==> src/rtl/key_debounce.sv <==
// key_debounce
//   Debounces N_KEYS active-low pushbuttons. Each key is brought into the
//   Clock domain through a two-flop synchronizer, then has to hold a new
//   level for DB_CYCLES consecutive cycles before the debounced state
//   follows it. Every debounced press and release produces a one-cycle
//   registered strobe.
//
//   Optional feature: define KEY_REPEAT_EN to add per-key auto-repeat.
//   While a key stays pressed, extra press_pulse strobes fire REPEAT_DELAY
//   cycles after the initial strobe and then every REPEAT_PERIOD cycles.
//   Without the macro no repeat logic is built.
//
// Parameters
//   N_KEYS        number of independent keys (1..4)
//   DB_CYCLES     debounce interval in clock cycles (>= 2)
//   REPEAT_DELAY  cycles from the initial press strobe to the first repeat
//   REPEAT_PERIOD cycles between later repeats
//
// Ports
//   Clock          system clock, everything changes on its rising edge
//   Resetn         asynchronous active-low reset
//   KEY_n          raw asynchronous key levels, 0 = pressed
//   pressed        debounced level, 1 = pressed
//   press_pulse    one-cycle strobe per debounced press (and per repeat)
//   release_pulse  one-cycle strobe per debounced release

module key_debounce #(
  parameter int N_KEYS        = 3,
  parameter int DB_CYCLES     = 500000,
  parameter int REPEAT_DELAY  = 25000000,
  parameter int REPEAT_PERIOD = 5000000
) (
  input  logic              Clock,
  input  logic              Resetn,
  input  logic [N_KEYS-1:0] KEY_n,
  output logic [N_KEYS-1:0] pressed,
  output logic [N_KEYS-1:0] press_pulse,
  output logic [N_KEYS-1:0] release_pulse
);

  localparam int CNT_W = $clog2(DB_CYCLES);
  localparam logic [CNT_W-1:0] DB_LAST = CNT_W'(DB_CYCLES - 1);
  localparam logic [CNT_W-1:0] CNT_ONE = CNT_W'(1);

  // Reject parameter values the counters cannot represent.
  if (N_KEYS < 1 || N_KEYS > 4) begin : g_bad_keys
    $error("key_debounce: N_KEYS must be 1..4");
  end
  if (DB_CYCLES < 2) begin : g_bad_db
    $error("key_debounce: DB_CYCLES must be at least 2");
  end
  if (REPEAT_DELAY < 1 || REPEAT_PERIOD < 1) begin : g_bad_rpt
    $error("key_debounce: repeat intervals must be at least 1");
  end

`ifdef KEY_REPEAT_EN
  // One timer serves both the initial delay and the later period, so it
  // is sized for whichever is longer.
  localparam int RPT_MAX = (REPEAT_DELAY > REPEAT_PERIOD) ? REPEAT_DELAY : REPEAT_PERIOD;
  localparam int RPT_W   = $clog2(RPT_MAX + 1);
  localparam logic [RPT_W-1:0] RPT_DELAY_LAST  = RPT_W'(REPEAT_DELAY - 1);
  localparam logic [RPT_W-1:0] RPT_PERIOD_LAST = RPT_W'(REPEAT_PERIOD - 1);
  localparam logic [RPT_W-1:0] RPT_ONE         = RPT_W'(1);
`endif

  logic [N_KEYS-1:0] sync_q1;
  logic [N_KEYS-1:0] sync_q2;

  // Two-flop synchronizer. It resets to 1 (released) so a key held
  // through reset is seen as a fresh press once reset lifts.
  always_ff @(posedge Clock or negedge Resetn) begin
    if (!Resetn) begin
      sync_q1 <= '1;
      sync_q2 <= '1;
    end else begin
      sync_q1 <= KEY_n;
      sync_q2 <= sync_q1;
    end
  end

  for (genvar i = 0; i < N_KEYS; i++) begin : g_ch
    // stable keeps the raw polarity (1 = released)
    logic             stable;
    logic [CNT_W-1:0] db_cnt;
    logic             differ;
    logic             settle;
    logic             rpt_fire;
    logic             press_q;
    logic             release_q;

    assign differ = sync_q2[i] ^ stable;
    // settle marks the edge where the new level has lasted DB_CYCLES cycles
    assign settle = differ && (db_cnt == DB_LAST);

    // Debounce counter: any return to the stable level discards the count.
    always_ff @(posedge Clock or negedge Resetn) begin
      if (!Resetn) begin
        stable <= 1'b1;
        db_cnt <= '0;
      end else if (!differ) begin
        db_cnt <= '0;
      end else if (settle) begin
        stable <= sync_q2[i];
        db_cnt <= '0;
      end else begin
        db_cnt <= db_cnt + CNT_ONE;
      end
    end

`ifdef KEY_REPEAT_EN
    logic [RPT_W-1:0] rpt_cnt;
    logic             rpt_first;

    // A settle edge always wins, so the release cycle never also repeats.
    assign rpt_fire = !settle && !stable &&
                      (rpt_first ? (rpt_cnt == RPT_DELAY_LAST)
                                 : (rpt_cnt == RPT_PERIOD_LAST));

    // Repeat timer: restarted by the initial press, counts while held.
    // rpt_first selects the longer initial delay until the first repeat.
    always_ff @(posedge Clock or negedge Resetn) begin
      if (!Resetn) begin
        rpt_cnt   <= '0;
        rpt_first <= 1'b0;
      end else if (settle) begin
        rpt_cnt   <= '0;
        rpt_first <= !sync_q2[i];
      end else if (!stable) begin
        if (rpt_fire) begin
          rpt_cnt   <= '0;
          rpt_first <= 1'b0;
        end else begin
          rpt_cnt <= rpt_cnt + RPT_ONE;
        end
      end else begin
        rpt_cnt   <= '0;
        rpt_first <= 1'b0;
      end
    end
`else
    assign rpt_fire = 1'b0;
`endif

    // Strobes are registered on the same edge that updates stable, so
    // each one lines up exactly with the change of pressed.
    always_ff @(posedge Clock or negedge Resetn) begin
      if (!Resetn) begin
        press_q   <= 1'b0;
        release_q <= 1'b0;
      end else begin
        press_q   <= (settle && !sync_q2[i]) || rpt_fire;
        release_q <= settle && sync_q2[i];
      end
    end

    assign pressed[i]       = ~stable;
    assign press_pulse[i]   = press_q;
    assign release_pulse[i] = release_q;
  end

endmodule

==> config.mk <==
export PLATFORM = sky130hd
export DESIGN_NAME = key_debounce
export DESIGN_NICKNAME = d
export VERILOG_FILES = /design/src/rtl/key_debounce.sv
export SDC_FILE = /design/constraint.sdc
export NUM_CORES = 1
export LEC_CHECK = 0
export ABC_CLOCK_PERIOD_IN_PS = 1950
export CAP_MARGIN = 20
export CORE_UTILIZATION = 50
export DETAILED_ROUTE_END_ITERATION = 8
export GPL_TIMING_DRIVEN = 0
export PLACE_DENSITY = 0.69
export SETUP_SLACK_MARGIN = 0.4
export SLEW_MARGIN = 20
export SYNTH_ARGS = -nofsm -noshare
export SYNTH_HDL_FRONTEND = slang
export SYNTH_SLANG_ARGS = --single-unit
==> constraint.sdc <==
create_clock -name Clock -period 1.95 [get_ports Clock]
set_input_delay 0.195 -clock Clock [delete_from_list [all_inputs] [get_ports Clock]]
set_output_delay 0.195 -clock Clock [all_outputs]
set_load 0.01 [all_outputs]
==> flow_summary.json <==
{
  "status": "finished with violations",
  "violations": "setup timing",
  "ant_nets": 0,
  "gr-total-overflow": 0,
  "dieWidth_um": 85.1,
  "vias_per_cell": 5.70,
  "p_per_area_nw_per_um2": 591,
  "core_sq_um": 6490,
  "nets": 425,
  "pre_cts_ws_ns": -0.279,
  "worstPathArrival_ns": 2.29,
  "final_layout_size_suffix_gt1_share_pct": 39.8,
  "setup_ws_ns": -0.116,
  "p_total_mw": 2.83,
  "die_h_um": 85.1,
  "pin_count": 14,
  "avgSynthCellArea_sq_um": 10.1,
  "antenna_found_initial": 0,
  "pwr-share-seq_pct": 54.5,
  "register_area_sq_um": 1820,
  "async_reset_ff_share_pct": 100,
  "numCtsBuffers": 9,
  "drtIter0Drc": 205,
  "hold_path_class": "primary input to flop",
  "synth_area_sq_um": 3450,
  "synthFlopType": "dfrtp_1",
  "synth_cell_types": 38,
  "clock-skew-final_ns": 0.0123,
  "setup_violations": 39,
  "first_global_vias": 2807,
  "crit_path_start": "g_ch[2].db_cnt[10]",
  "cts_tree": "done",
  "root_buffer": "clkbuf_8",
  "slew_headroom_pct": 57.9,
  "mostFrequentLayoutCells": "58 x dfrtp_1, 40 x buf_4, 28 x xnor2_1, 21 x nand3_1, 20 x nor2_1",
  "route.detailed.drc": 0,
  "finalHoldViolCount": 0,
  "multi_input_area_sq_um": 1930,
  "final_common_cell": "dfrtp_1",
  "path_clk_slew_ns": 0.09,
  "rr_startpoint": "g_ch[2].db_cnt[10]",
  "finalMaxSlewViolations": 0,
  "startpoint_type": "flop",
  "num_rows": 29,
  "max_freq_mhz": 484,
  "first_pass_iters": 4,
  "hpwl_um": 4170,
  "yosysSeqAreaShare_pct": 52.5,
  "drv_cap": 0,
  "grt_pass1_wl_um": 12900,
  "gp_congestion": 0.756,
  "io_buffers": 13,
  "cp-endpoint": "g_ch[2].db_cnt[10]",
  "combPwrFrac_pct": 7.2,
  "peakVddDrop_uv": 350,
  "p_int_mw": 2.11,
  "swShare_pct": 25.4,
  "whs_ns": 0.252,
  "diodes": 0,
  "dr_total_vias": 2845,
  "cts_sinks": 72,
  "regToRegEndpoint": "g_ch[2].db_cnt[10]",
  "p_clk_share_pct": 38.3,
  "p_leak_nw": 1.84,
  "ys_warn_count": 0,
  "syn2layout_area_growth_pct": 38.7,
  "die-area_sq_um": 7240,
  "worst-path-max-fanout": 6,
  "timing.final.crit_share_pct": 106,
  "netlist_instances": 342,
  "clock_path_buffers": 2,
  "r2r_cells": 6,
  "worstMarginPinSlew_ns": 0.627,
  "clock_latency_ns": 0.34,
  "grt_max_degree": 59,
  "routed_wl_um": 8170,
  "track_usage_pct": 22.8,
  "yosys_register_bits": 72,
  "htreeDepth": 3,
  "regToRegSetupSlack_ns": -0.12,
  "synth_edf_count": 0,
  "finalCriticalPeriod_ns": 2.07,
  "rsz0062_at_grt": "yes",
  "required_ns": 2.17,
  "end_kind": "flop",
  "syn-num-nets": 350,
  "start_util_pct": 53.2,
  "wire_per_inst_um": 16.4,
  "fill_cells": 427,
  "worstSetupPathType": "flop to flop",
  "netSwitchingPower_mw": 0.720
}
==> metrics by stage <==
| step | utilization, % | std cells | setup TNS (ns) | area (sq um) |
|---|---|---|---|---|
| finish | 73.7 | 499 | -3.67 | 4790 |
| global route | 73.7 | 499 | -4.93 | 4790 |
| CTS | 66.8 | 482 | -4.60 | 4340 |
| detailed placement | 57.5 | 433 | -7.11 | 3740 |
| floorplan | - | 342 | -0.795 | 3480 |
| global placement | 57.1 | 432 | -125.57 | 3710 |
==> cell usage after synthesis (all sizes together), types with 9 or more instances <==
cell type	instances	area (sq um)
nand2	19	71.3
inv	11	41.3
nor2	53	199
o21ai	9	56.3
dfstp	9	236
dfrtp	63	1580
nor4	12	75.1
nand4	16	100
nand3	23	115
xnor2	29	254
nor3	14	75.1
a21oi	11	55.1
xor2	14	123
==> what timing repair did <==
item                                    CTS  global route
hold buffers                              1             0
endpoints found under the setup margin   67            64
buffers inserted                         29            17
resized for setup                        52            72
cloned                                    3             0
endpoints found under the hold margin    14             0
pin swaps                                33            21
==> routing by layer <==
| layer | vias up | routed length (um) | track usage (%) |
|---|---|---|---|
| met2 | 60 | 4200 | 37.6 |
| met1 | 1423 | 3610 | 30.1 |
| li1 | 1347 | - | - |
| met4 | 0 | 150 | 11.1 |
| met5 | - | 0 | 0 |
| met3 | 15 | 212 | 2.92 |
==> worst min-delay path by stage <==
stage	start	endpoint	slack, ns	depth (start not counted)
2_1_floorplan	Resetn	g_ch[0].db_cnt[0]	-0.10	0
3_3_place_gp	sync_q1[0]	sync_q2[0]	0.35	0
3_5_place_dp	Resetn	g_ch[0].release_q	0.07	1
4_1_cts	Resetn	g_ch[0].release_q	0.24	2
5_1_grt	KEY_n[0]	sync_q1[0]	0.24	1
6_report	KEY_n[1]	sync_q1[1]	0.25	1
==> flip-flops by register name, summed over array words and instances (netlist names) <==
register	cells
sync_q2	3
g_ch.release_q	3
g_ch.stable	3
g_ch.press_q	3
g_ch.db_cnt	57
sync_q1	3
==> cell type report <==
cell class | count | share of cell area, %
Tap cell | 77 | 2.01
Multi-Input combinational cell | 247 | 40.2
Clock inverter | 6 | 0.915
Inverter | 11 | 0.862
Buffer | 12 | 2.38
Timing Repair Buffer | 64 | 12.7
Clock buffer | 10 | 2.87
Sequential cell | 72 | 38.0
==> logic make-up after synthesis <==
| kind of cell | Yosys count | share of synthesized area (%) |
|---|---|---|
| multiplexers | 3 | 0.978 |
| AO/OA/AOI/OAI | 24 | 4.42 |
| buffers and inverters | 23 | 3.62 |
| flip-flops | 72 | 52.5 |
| adder cells (fa/ha/maj) | 3 | 1.09 |
| AND/OR/NAND/NOR | 174 | 26.5 |
| XOR/XNOR | 43 | 10.9 |
==> power groups by stage <==
stage                     registers, mW  clock network [mW]  logic, mW
final                              1.54                1.08      0.205
after global routing               1.55                1.17      0.223
after CTS                          1.54                1.11      0.161
after detailed placement           1.57                   0      0.114
after global placement             1.57                   0      0.107
after floorplan                    1.56                   0     0.0571
==> worst max-delay path: stages, from the launching register on <==
cell and delay, ns:
dfrtp_1 0.40, or4b_1 0.52, or4_4 0.56, o21ai_4 0.16, buf_12 0.15, buf_12 0.13, nor2_4 0.03
No activity file was read; power rests on OpenSTA's default activity.
